## src/rtl/arb_pkg.sv

```systemverilog
// Shared types and default widths for the single-port IF/LSU memory arbiter.
package arb_pkg;

  localparam int unsigned ARB_ADDR_W      = 32;
  localparam int unsigned ARB_DATA_W      = 32;
  localparam int unsigned ARB_STARVE_MAX  = 4;
  localparam int unsigned ARB_TIMEOUT_CYC = 255;

  typedef enum logic [1:0] {
    IDLE,
    ISSUE,
    WAIT,
    RESP
  } arb_state_e;

  typedef enum logic {
    OWN_IF,
    OWN_LSU
  } arb_owner_e;

endpackage

```

## src/rtl/arb_watchdog.sv

```systemverilog
// Transaction watchdog: counts cycles while a transaction is outstanding and
// flags expiry on the TIMEOUT_CYC-th cycle. Only instantiated under ARB_TIMEOUT_EN.
module arb_watchdog #(
  parameter int unsigned TIMEOUT_CYC = 255
) (
  input  logic clk_i,
  input  logic rst_ni,
  input  logic active_i,
  output logic expired_o
);

  localparam int unsigned CntW = $clog2(TIMEOUT_CYC + 1);
  localparam logic [CntW-1:0] CntLast = CntW'(TIMEOUT_CYC - 1);

  logic [CntW-1:0] cnt_q, cnt_d;

  assign expired_o = active_i && (cnt_q == CntLast);

  always_comb begin
    cnt_d = cnt_q;
    if (!active_i) begin
      cnt_d = '0;
    end else if (!expired_o) begin
      cnt_d = cnt_q + 1'b1;
    end
  end

  always_ff @(posedge clk_i or negedge rst_ni) begin
    if (!rst_ni) begin
      cnt_q <= '0;
    end else begin
      cnt_q <= cnt_d;
    end
  end

endmodule

```

## src/rtl/imem_dmem_arbiter.sv

```systemverilog
// Arbitrates the IF fetch and the LSU onto one memory port, one transaction at a time.
// Optional watchdog timeout enabled by defining ARB_TIMEOUT_EN.
module imem_dmem_arbiter
  import arb_pkg::*;
#(
  parameter int unsigned ADDR_W      = ARB_ADDR_W,
  parameter int unsigned DATA_W      = ARB_DATA_W,
  parameter int unsigned STARVE_MAX  = ARB_STARVE_MAX,
  parameter int unsigned TIMEOUT_CYC = ARB_TIMEOUT_CYC
) (
  input  logic                i_clk,
  input  logic                i_reset,
  input  logic                i_if_req,
  input  logic [ADDR_W-1:0]   i_if_addr,
  input  logic                i_if_flush,
  output logic [DATA_W-1:0]   o_if_rdata,
  output logic                o_if_rvalid,
  output logic                o_if_stall,
  input  logic                i_lsu_req,
  input  logic                i_lsu_wren,
  input  logic [ADDR_W-1:0]   i_lsu_addr,
  input  logic [DATA_W-1:0]   i_lsu_wdata,
  input  logic [DATA_W/8-1:0] i_lsu_bmask,
  output logic [DATA_W-1:0]   o_lsu_rdata,
  output logic                o_lsu_done,
  output logic                o_lsu_stall,
  output logic                o_mem_req,
  output logic                o_mem_wren,
  output logic [ADDR_W-1:0]   o_mem_addr,
  output logic [DATA_W-1:0]   o_mem_wdata,
  output logic [DATA_W/8-1:0] o_mem_bmask,
  input  logic                i_mem_gnt,
  input  logic                i_mem_rvalid,
  input  logic [DATA_W-1:0]   i_mem_rdata,
  output logic                o_err
);

  localparam int unsigned BmW     = DATA_W / 8;
  localparam int unsigned StreakW = $clog2(STARVE_MAX + 1);
  localparam logic [StreakW-1:0] StreakMax = StreakW'(STARVE_MAX);

  arb_state_e          state_q, state_d;
  arb_owner_e          owner_q, owner_d;
  logic                kill_q, kill_d;
  logic [StreakW-1:0]  streak_q, streak_d;
  logic                mem_req_q, mem_req_d;
  logic                mem_wren_q, mem_wren_d;
  logic [ADDR_W-1:0]   mem_addr_q, mem_addr_d;
  logic [DATA_W-1:0]   mem_wdata_q, mem_wdata_d;
  logic [BmW-1:0]      mem_bmask_q, mem_bmask_d;
  logic [DATA_W-1:0]   rdata_q, rdata_d;
  logic [DATA_W-1:0]   if_rdata_q, if_rdata_d;
  logic [DATA_W-1:0]   lsu_rdata_q, lsu_rdata_d;
  logic                err_q, err_d;

  logic grant_if, grant_lsu, timeout, wd_active, if_resp_ok, lsu_resp;

  // A flush in the same cycle blocks the IF grant so the stale address never issues.
  assign grant_if  = i_if_req && !i_if_flush && (!i_lsu_req || (streak_q == StreakMax));
  assign grant_lsu = i_lsu_req && !grant_if;
  assign wd_active = (state_q == ISSUE) || (state_q == WAIT);

`ifdef ARB_TIMEOUT_EN
  arb_watchdog #(
    .TIMEOUT_CYC(TIMEOUT_CYC)
  ) u_watchdog (
    .clk_i    (i_clk),
    .rst_ni   (i_reset),
    .active_i (wd_active),
    .expired_o(timeout)
  );
  assign o_err = err_q;
`else
  assign timeout = 1'b0;
  assign o_err   = 1'b0;
  logic unused_wd;
  assign unused_wd = err_q ^ wd_active ^ (^TIMEOUT_CYC);
`endif

  always_comb begin
    state_d     = state_q;
    owner_d     = owner_q;
    kill_d      = kill_q;
    streak_d    = streak_q;
    mem_req_d   = mem_req_q;
    mem_wren_d  = mem_wren_q;
    mem_addr_d  = mem_addr_q;
    mem_wdata_d = mem_wdata_q;
    mem_bmask_d = mem_bmask_q;
    rdata_d     = rdata_q;
    if_rdata_d  = if_rdata_q;
    lsu_rdata_d = lsu_rdata_q;
    err_d       = 1'b0;

    if (!i_if_req) begin
      streak_d = '0;
    end else if (state_q == IDLE && grant_if) begin
      streak_d = '0;
    end else if (state_q == IDLE && grant_lsu && streak_q != StreakMax) begin
      streak_d = streak_q + 1'b1;
    end

    unique case (state_q)
      IDLE: begin
        kill_d = 1'b0;
        if (grant_lsu) begin
          owner_d     = OWN_LSU;
          mem_req_d   = 1'b1;
          mem_wren_d  = i_lsu_wren;
          mem_addr_d  = i_lsu_addr;
          mem_wdata_d = i_lsu_wdata;
          mem_bmask_d = i_lsu_bmask;
          state_d     = ISSUE;
        end else if (grant_if) begin
          owner_d     = OWN_IF;
          mem_req_d   = 1'b1;
          mem_wren_d  = 1'b0;
          mem_addr_d  = i_if_addr;
          mem_wdata_d = '0;
          mem_bmask_d = '0;
          state_d     = ISSUE;
        end
      end
      ISSUE, WAIT: begin
        if (i_if_flush && owner_q == OWN_IF) kill_d = 1'b1;
        if (state_q == ISSUE && i_mem_gnt) begin
          mem_req_d = 1'b0;
          if (i_mem_rvalid) begin
            rdata_d = i_mem_rdata;
            state_d = RESP;
          end else begin
            state_d = WAIT;
          end
        end else if (state_q == WAIT && i_mem_rvalid) begin
          rdata_d = i_mem_rdata;
          state_d = RESP;
        end else if (timeout) begin
          mem_req_d = 1'b0;
          rdata_d   = '0;
          err_d     = 1'b1;
          state_d   = RESP;
        end
      end
      RESP: begin
        if (if_resp_ok) if_rdata_d = rdata_q;
        if (lsu_resp) lsu_rdata_d = rdata_q;
        kill_d  = 1'b0;
        state_d = IDLE;
      end
      default: state_d = IDLE;
    endcase
  end

  always_ff @(posedge i_clk or negedge i_reset) begin
    if (!i_reset) begin
      state_q     <= IDLE;
      owner_q     <= OWN_IF;
      kill_q      <= 1'b0;
      streak_q    <= '0;
      mem_req_q   <= 1'b0;
      mem_wren_q  <= 1'b0;
      mem_addr_q  <= '0;
      mem_wdata_q <= '0;
      mem_bmask_q <= '0;
      rdata_q     <= '0;
      if_rdata_q  <= '0;
      lsu_rdata_q <= '0;
      err_q       <= 1'b0;
    end else begin
      state_q     <= state_d;
      owner_q     <= owner_d;
      kill_q      <= kill_d;
      streak_q    <= streak_d;
      mem_req_q   <= mem_req_d;
      mem_wren_q  <= mem_wren_d;
      mem_addr_q  <= mem_addr_d;
      mem_wdata_q <= mem_wdata_d;
      mem_bmask_q <= mem_bmask_d;
      rdata_q     <= rdata_d;
      if_rdata_q  <= if_rdata_d;
      lsu_rdata_q <= lsu_rdata_d;
      err_q       <= err_d;
    end
  end

  // A flush landing in the RESP cycle itself still suppresses the fetch result.
  assign if_resp_ok = (state_q == RESP) && (owner_q == OWN_IF) && !kill_q && !i_if_flush;
  assign lsu_resp   = (state_q == RESP) && (owner_q == OWN_LSU);

  assign o_if_rvalid = if_resp_ok;
  assign o_if_rdata  = if_resp_ok ? rdata_q : if_rdata_q;
  assign o_lsu_done  = lsu_resp;
  assign o_lsu_rdata = lsu_resp ? rdata_q : lsu_rdata_q;
  assign o_if_stall  = i_if_req & ~o_if_rvalid;
  assign o_lsu_stall = i_lsu_req & ~o_lsu_done;

  assign o_mem_req   = mem_req_q;
  assign o_mem_wren  = mem_wren_q;
  assign o_mem_addr  = mem_addr_q;
  assign o_mem_wdata = mem_wdata_q;
  assign o_mem_bmask = mem_bmask_q;

endmodule

```

## config.mk

```make
export PLATFORM = sky130hd
export DESIGN_NAME = imem_dmem_arbiter
export DESIGN_NICKNAME = d
export VERILOG_FILES = /design/src/rtl/arb_pkg.sv /design/src/rtl/arb_watchdog.sv /design/src/rtl/imem_dmem_arbiter.sv
export SDC_FILE = /design/constraint.sdc
export NUM_CORES = 1
export LEC_CHECK = 0
export CAP_MARGIN = 5
export CORE_AREA = 5 5 156 121
export DETAILED_ROUTE_END_ITERATION = 12
export DIE_AREA = 0 0 161 126
export GPL_TIMING_DRIVEN = 0
export PLACE_DENSITY = 0.82
export SYNTH_ARGS = -nofsm -noshare
export SYNTH_HDL_FRONTEND = slang
export SYNTH_SLANG_ARGS = --single-unit
```

## constraint.sdc

```tcl
create_clock -name i_clk -period 3.1 [get_ports i_clk]
set_input_delay 0.62 -clock i_clk [delete_from_list [all_inputs] [get_ports i_clk]]
set_output_delay 0.62 -clock i_clk [all_outputs]
set_load 0.005 [all_outputs]
```

=== Yosys cells after proc, flatten, opt, wreduce, memory -nomap -nowiden ===
Index checks and enable logic that the tools add are counted.

* Add/sub/neg operators: 1
* Eq/ne operators: 11
* Muxes and demuxes: 29
* Bitwise logic cells: 5
* Reductions and logical operators: 28

{| class="wikitable"
|+ Operators with widths
! cell !! count
|-
| $mux 32 || 9
|-
| $logic_and 1x1->1 || 13
|-
| $mux 3 || 3
|-
| $ne 3x3->1 const B || 3
|-
| $mux 1 || 8
|-
| $mux 2 || 4
|-
| $mux 4 || 2
|-
| $ne 2x2->1 const B || 3
|-
| $pmux 2 s3 || 1
|-
| $reduce_and 3->1 || 2
|-
| $reduce_bool 2->1 || 3
|-
| $eq 2x2->1 const B || 2
|-
| $logic_not 1->1 || 4
|-
| $pmux 1 s2 || 2
|-
| $reduce_and 2->1 || 2
|-
| $reduce_or 2->1 || 2
|-
| $add 3x1->3 const B || 1
|-
| $eq 3x3->1 const B || 1
|-
| $ne 3x1->1 const B || 1
|-
| $not 1->1 || 3
|-
| $and 1x1->1 || 2
|-
| $eq 2x1->1 const B || 1
|-
| $logic_not 2->1 || 1
|-
| $logic_or 1x1->1 || 1
|}

* Flip-flop bits (word level): 173
* Input port bits: 140
* Output and inout bits: 139
* Logic and storage cells: 86

=== Longest topological paths before layout ===
Gate-level depths: netlist of run 1.

* Depth in word-level cells: 10
* Depth in mapped cells: 7
* Gate-level depth less buffers: 5

=== Worst setup path before layout of run 1 ===
Ideal clock, no wire load.

* Path type: input port to output port
* From: in i_if_flush
* To: out o_if_rdata[0]
* Arrival: 1.633 ns
* Data required time: 2.480 ns
* Path slack: 0.847 ns
* Stages on the path: 4
* Path buffers: 2
* Cell sequence: nor4b_2 > buf_4 > buf_6 > mux2_2

* Longest elaborated chain between the ends: 3

{| class="wikitable"
|+ RTL lines
! element !! RTL line !! text
|-
| from (decl) || imem_dmem_arbiter.sv:15 || <nowiki>input logic i_if_flush,</nowiki>
|-
| $logic_not 1->1 || imem_dmem_arbiter.sv:187 || <nowiki>assign if_resp_ok = (state_q == RESP) && (owner_q == OWN_IF) && !kill_q && !i_if_flush;</nowiki>
|-
| $logic_and 1x1->1 || imem_dmem_arbiter.sv:187 ||
|-
| $mux 32 || -- ||
|-
| to (decl) || imem_dmem_arbiter.sv:16 || <nowiki>output logic [DATA_W-1:0] o_if_rdata,</nowiki>
|}

No other way between the ends.

=== Final worst setup path of run 1 ===
* From: reg state_q[0]
* To: out o_if_rdata[2]

* Longest elaborated chain between the ends: 5

{| class="wikitable"
|+ RTL lines
! element !! RTL line !! text
|-
| from (decl) || imem_dmem_arbiter.sv:42 || <nowiki>arb_state_e state_q, state_d;</nowiki>
|-
| from (signal assigned) || imem_dmem_arbiter.sv:170 || <nowiki>state_q <= state_d;</nowiki>
|-
| $eq 2x2->1 || imem_dmem_arbiter.sv:187 ||
|-
| $logic_and 1x1->1 (3 in series) || imem_dmem_arbiter.sv:187 ||
|-
| $mux 32 || -- ||
|}

No other way between the ends.

==> flow_summary_export.csv, run 1 <==
group,metric,value,unit
yosys,syn_nets,754,
final_layout,drive_gt1_frac,0.264,
yosys,synth_edf_count,0,
timing,finalCritPeriodShare,0.976,
timing,fin_hold_ws,0.159,ns
setup_path,startpoint_type,"flip-flop",
yosys,synth-warning-count,0,
pwr,ir_worst_vdd,0.469,mV
yosys,yosysTopAreaCell,"dfrtp_1",
route,finalWirelength,22600,um
setup_path,path_class,"reg2out",
final_layout,post-route-util,0.684,
yosys,synth_top_area_frac,0.538,
global_routing,grt_pass1_vias,6342,
place,io_buffers,276,
yosys,synthTopCellsByArea,"dfrtp_1, mux2_2, a22o_1",
final_layout,nNetsFinal,1056,
setup_path,r2r_cells,7,
yosys,synthFlopType,"dfrtp_1",
cts,clk_latency,0.42,ns
setup_path,max_stage_delay,0.48,ns
yosys,synthTopCellsByCount,"dfrtp_1, mux2_2, a22o_1",
pwr,p_total,0.0112,W
route,drt_iter0_markers,286,
timing,finClkSkew,0.0107,ns
cts,cts.sinks,173,
setup_path,worst-path-buf-inv,3,
route,wl_per_cell,19.8,um
setup_path,rr_endpoint,"rdata_q[7]",
run,drv_cap,0,
pwr,p_per_area,949,mW/mm2
floorplan,fp.dieW,161,um
cts,cts_buffers,17,
setup_path,critPathTopFamily,"buffers and inverters",
place,place_congestion,0.864,
timing,timing.final.max_slew_violations,0,
route,firstDrtPassIters,4,
cts,ctsHoldBuffers,0,
status,status,"finished clean",
yosys,synth_seq_cells,173,
setup_path,r2r_start,"state_q[1]",
timing,worst_pin_slew,0.652,ns
floorplan,placementRows,42,
floorplan,design.core.area,0.0172,mm2
cts,clk_pin_slew,0.07,ns
setup_path,slowest_stage,"clkdlybuf4s50_1",
yosys,avgSynthCellArea,13.2,um2
timing,hold_violations,0,
yosys,seq_area_frac_synth,0.538,
final_layout,num_antenna_cells,0,
floorplan,die_h,126,um
global_routing,track_usage,0.218,
setup_path,worstPathCellList,"ha_4, nor4b_4, buf_6, buf_8, mux2_2, clkdlybuf4s50_1",
route,ant_nets,0,
place,dp.cells,1105,
min_path,hp-class,"in2async",
setup_path,crit_path_max_fanout,10,
timing,min_period,3.03,ns
cts,root_buffer,"clkbuf_16",
floorplan,start_util,0.467,
global_routing,grt_first_pass_wirelength,35300,um
timing,relSlewSlack,0.565,
yosys,synth_area,0.00805,mm2
cts,cts_tree,"yes",
global_routing,antenna_found_initial,0,
yosys,async_flop_share,1.00,
floorplan,io_pins,279,
place,dpl.hpwl,16400,um
yosys,synth_most_common_cell,"dfrtp_1",
global_routing,grt-ovfl-total,0,
cts,htreeDepth,4,
pwr,p_leak,5.00,nW
yosys,synth_cells,608,
floorplan,dieArea,0.0203,mm2
final_layout,stdcell_count,1143,
yosys,yosysUniqueCellTypes,40,
setup_path,crit_path_end_kind,"output pin",
timing,setup_viol,0,
route,remaining_drc_errors,0,
setup_path,r2r_slack,0.90,ns
timing,rsz0062_at_grt,"true",
route,vias_per_cell,5.46,
setup_path,cp.required,2.48,ns
final_layout,syn_to_final_growth,46.4,%
timing,max_freq,330,MHz
cts,cts_buffer_depth,2,
global_routing,grt_max_degree,95,
setup_path,cp_data_arrival_time,2.41,ns
route,vias,6243,
==> worst reg2reg max path, cell delays in order (launching register included) <==
cell     delay [ns]
dfrtp_1        0.40
buf_4          0.14
inv_1          0.05
ha_1           0.40
nand2_1        0.11
nor2_1         0.34
buf_4          0.30
mux2_2         0.36
==> state kept, by name, indices dropped and copies added (netlist names) <==
signal       count
o_mem_wdata     32
o_mem_addr      32
o_mem_bmask      4
o_mem_req        1
streak_q         3
o_mem_wren       1
kill_q           1
if_rdata_q      32
rdata_q         32
state_q          2
owner_q          1
lsu_rdata_q     32
==> worst max-delay path by stage <==
stage | start | end | slack [ns] | cells after the start
floorplan | i_if_flush | o_if_rdata[0] | 0.85 | 4
global placement | i_reset | rdata_q[5] | -5.76 | 1
detailed placement | i_if_flush | o_if_rdata[31] | -0.38 | 6
CTS | state_q[0] | o_if_rdata[3] | 0.001 | 6
global route | state_q[1] | o_if_rdata[12] | -0.004 | 6
finish | state_q[0] | o_if_rdata[2] | 0.07 | 6
==> cell usage in the layout, fill, tap and decap left out, drive strengths merged, types with 2 or more instances in the layout <==
cell           instances
nand3                  4
a21oi                  5
clkdlybuf4s50        270
o21ai                 36
clkinv                 3
a22o                  37
clkinvlp               3
clkbuf                40
nor2b                  3
nand2b                 2
nor2                   2
nand2                 35
inv                   13
buf                   44
mux2                 160
nor3                   2
ha                     6
dfrtp                173
o221a                 33
dlygate4sd2            2
a2bb2oi               32
dlymetal6s2s           2
==> logic make-up after synthesis <==
kind of cell	share of synthesized area
other	0.000466
AND/OR/NAND/NOR	0.0294
buffers and inverters	0.0412
flip-flops	0.538
multiplexers	0.224
adder cells (fa/ha/maj)	0.00933
AO/OA/AOI/OAI	0.158
==> through the flow <==
| step | area [um2] | worst slack, ns | setup TNS (ns) |
|---|---|---|---|
| 2_1_floorplan | 8050 | 0.847 | 0 |
| 3_3_place_gp | 11100 | -5.76 | -1004.93 |
| 3_5_place_dp | 11100 | -0.384 | -10.64 |
| 4_1_cts | 11700 | 0.000991 | 0 |
| 5_1_grt | 11800 | -0.00401 | -0.00719 |
| 6_report | 11800 | 0.0739 | 0 |
==> metal layers <==
metal	GRT usage	routed length (um)	vias up
met3	0.0415	1290	27
met5	0	0	-
met1	0.306	10200	3138
met2	0.350	10700	199
met4	0.0582	370	0
li1	-	-	2879
==> power by group <==
group          internal (W)  leakage, nW  switching (W)  total (W)
Combinational       0.00332         2.62        0.00176    0.00508
Clock               0.00113        0.267       0.000941    0.00207
Sequential          0.00334         2.10       0.000697    0.00403
Total               0.00778         5.00        0.00340     0.0112
==> cell type report <==
type | count | area [um2]
Fill cell | 1278 | 5460
Sequential cell | 173 | 4330
Multi-Input combinational cell | 372 | 3410
Timing Repair Buffer | 283 | 2840
Clock buffer | 19 | 433
Buffer | 56 | 340
Tap cell | 220 | 275
Clock inverter | 13 | 130
Inverter | 7 | 26.3
==> timing repair <==
item,4_1_cts,5_1_grt
setup endpoints to repair,67,23
gates resized for setup,12,9
pin swaps,1,2
buffers inserted,4,2
cloned,0,0
(Power assumes the default switching activity.)
==> run 2: changes to the inputs <==
==> constraint.sdc (replaced) <==
create_clock -name i_clk -period 3.1 [get_ports i_clk]
set_input_delay 0.775 -clock i_clk [delete_from_list [all_inputs] [get_ports i_clk]]
set_output_delay 0.775 -clock i_clk [all_outputs]
set_load 0.005 [all_outputs]
==> run 2 against run 1 <==
Compared with the run above: the flow now finishes with violations (negative setup slack); clock-buffer cell count is the same; register-to-register slack gained 0.06 ns; final cell count rose by 1.3%; total power down 0.30%; largest power group unchanged.
==> flow_summary_export.csv, run 2 (synthesis results as in run 1) <==
group,metric,value,unit
status,status,"finished with violations",
status,violations,"negative setup slack",
global_routing,grt_first_pass_wirelength,35700,um
floorplan,io_pins,279,
route,finalWirelength,22900,um
pwr,clockPowerShare,0.186,
setup_path,r2r_start,"state_q[0]",
cts,clk_latency,0.42,ns
timing,worst_pin_slew,0.671,ns
global_routing,grt_use_met2,0.353,
floorplan,design.core.area,0.0172,mm2
timing,max_freq,319,MHz
setup_path,rr_endpoint,"rdata_q[6]",
setup_path,worstPathCellList,"ha_2, nor4b_4, buf_6, buf_4, bufbuf_16, mux2_2, dlygate4sd2_1",
pwr,p_sw_frac,0.306,
cts,cts_buffer_depth,2,
global_routing,track_usage,0.220,
final_layout,regArea,0.00433,mm2
floorplan,die_h,126,um
floorplan,placementRows,42,
final_layout,syn_to_final_growth,48.6,%
pwr,p_comb_frac,0.453,
pwr,ir_worst_vdd,0.462,mV
cts,root_buffer,"clkbuf_16",
cts,htreeDepth,4,
timing,setup_viol,1,
timing,rsz0062_at_grt,"true",
cts,cts.sinks,173,
timing,hold_violations,0,
setup_path,crit_path_end_kind,"output pin",
floorplan,fp.dieW,161,um
route,wl_per_cell,19.8,um
setup_path,cp_data_arrival_time,2.36,ns
global_routing,gr-usage-met1,0.310,
final_layout,multiInputGateArea,0.00340,mm2
final_layout,post-route-util,0.694,
pwr,p_switching,0.00341,W
global_routing,top_usage_layer,"met2",
timing,relSlewSlack,0.553,
setup_path,cp.required,2.32,ns
timing,finClkSkew,0.0129,ns
final_layout,layout_common_cells,"clkdlybuf4s50_1, dfrtp_1, mux2_2",
final_layout,final_common_cell,"clkdlybuf4s50_1",
route,remaining_drc_errors,0,
min_path,hp-class,"in2async",
global_routing,grt-ovfl-total,0,
pwr,p_total,0.0111,W
route,firstDrtPassIters,5,
setup_path,startpoint,"state_q[1]",
place,io_buffers,276,
pwr,p_leak,5.33,nW
timing,layout_setup_ws,-0.0329,ns
final_layout,nNetsFinal,1071,
timing,timing.final.max_slew_violations,0,
global_routing,grt_max_degree,95,
pwr,seqPwrFrac,0.361,
floorplan,dieArea,0.0203,mm2
route,vias_per_cell,5.45,
setup_path,startpoint_type,"flip-flop",
cts,ctsHoldBuffers,0,
timing,finalCritPeriodShare,1.01,
place,dpl.hpwl,16400,um
route,vias,6306,
setup_path,worst-path-buf-inv,4,
setup_path,max_stage_delay,0.36,ns
global_routing,grt_pass1_vias,6389,
cts,cts_tree,"yes",
final_layout,num_antenna_cells,0,
cts,clk_pin_slew,0.07,ns
route,drt_iter0_markers,343,
run,drv_cap,0,
setup_path,critPathTopFamily,"buffers and inverters",
floorplan,start_util,0.467,
pwr,p_per_area,932,mW/mm2
setup_path,slowest_stage,"dfrtp_1",
setup_path,path_class,"reg2out",
setup_path,r2r_cells,7,
timing,min_period,3.13,ns
route,ant_nets,0,
global_routing,antenna_found_initial,0,
global_routing,gr-usage-met3,0.0415,
place,place_ws,-0.694,ns
setup_path,crit_path_max_fanout,7,
final_layout,drive_gt1_frac,0.280,
final_layout,fill_cells,1265,
cts,cts_buffers,17,
timing,fin_hold_ws,0.312,ns
setup_path,r2r_slack,0.96,ns
pwr,intPower,0.00774,W
place,place_congestion,0.864,
==> run 2: cell count changes in the layout (fill, tap and decap cells not counted), moves of 3 or more <==
cell | previous run | this run
clkdlybuf4s50_1 | 270 | 239
buf_4 | 22 | 29
clkbuf_2 | 1 | 4
dlygate4sd2_1 | 2 | 11
buf_6 | 2 | 5
dlymetal6s2s_1 | 2 | 18
==> run 2: what timing repair did <==
item,in CTS,in global routing
cloned,1,1
resized for setup,40,35
buffers inserted,8,11
setup endpoints to repair,68,56
pin swaps,2,1
==> run 2: worst max path at each step <==
stage / to / slack (ns) / cells past startpoint
after floorplan: o_if_rdata[0] / 0.54 / 4
after global placement: rdata_q[5] / -5.91 / 1
after detailed placement: o_if_rdata[31] / -0.69 / 6
after CTS: o_if_rdata[3] / -0.08 / 6
after global routing: o_if_rdata[21] / -0.11 / 7
final: o_if_rdata[21] / -0.03 / 7
==> run 2: stage by stage <==
stage          setup TNS, ns  cells  cell area, um2
2_1_floorplan              0    608            8050
3_3_place_gp        -1042.28   1104           11100
3_5_place_dp          -21.18   1105           11100
4_1_cts               -0.826   1146           11800
5_1_grt               -0.349   1158           12000
6_report             -0.0329   1158           12000
==> run 2: worst register-to-register path: cells and delay by family, from the launching register on <==
family / cells / cell delay, ns
buf+inv: 3 / 0.47
fa+ha+maj: 1 / 0.40
simple gates: 2 / 0.45
mux: 1 / 0.36
flops: 1 / 0.35
==> run 2: final cells by class <==
| type | instances | share of cell area |
|---|---|---|
| Sequential cell | 173 | 0.362 |
| Tap cell | 220 | 0.0230 |
| Buffer | 56 | 0.0321 |
| Inverter | 7 | 0.00220 |
| Timing Repair Buffer | 298 | 0.249 |
| Clock buffer | 19 | 0.0362 |
| Multi-Input combinational cell | 372 | 0.284 |
| Clock inverter | 13 | 0.0109 |
==> run 2: per-layer routing <==
metal / up-vias / share of wire
met5: - / 0
met4: 0 / 0.017
met3: 30 / 0.055
met2: 183 / 0.47
met1: 3188 / 0.46
li1: 2905 / -
==> run 2: power groups by stage <==
stage / clock, W / sequential [W] / combinational (W)
after floorplan: 0 / 0.00392 / 0.00245
after global placement: 0 / 0.00399 / 0.00498
after detailed placement: 0 / 0.00403 / 0.00507
after CTS: 0.00211 / 0.00401 / 0.00509
after global routing: 0.00219 / 0.00416 / 0.00542
final: 0.00207 / 0.00402 / 0.00505
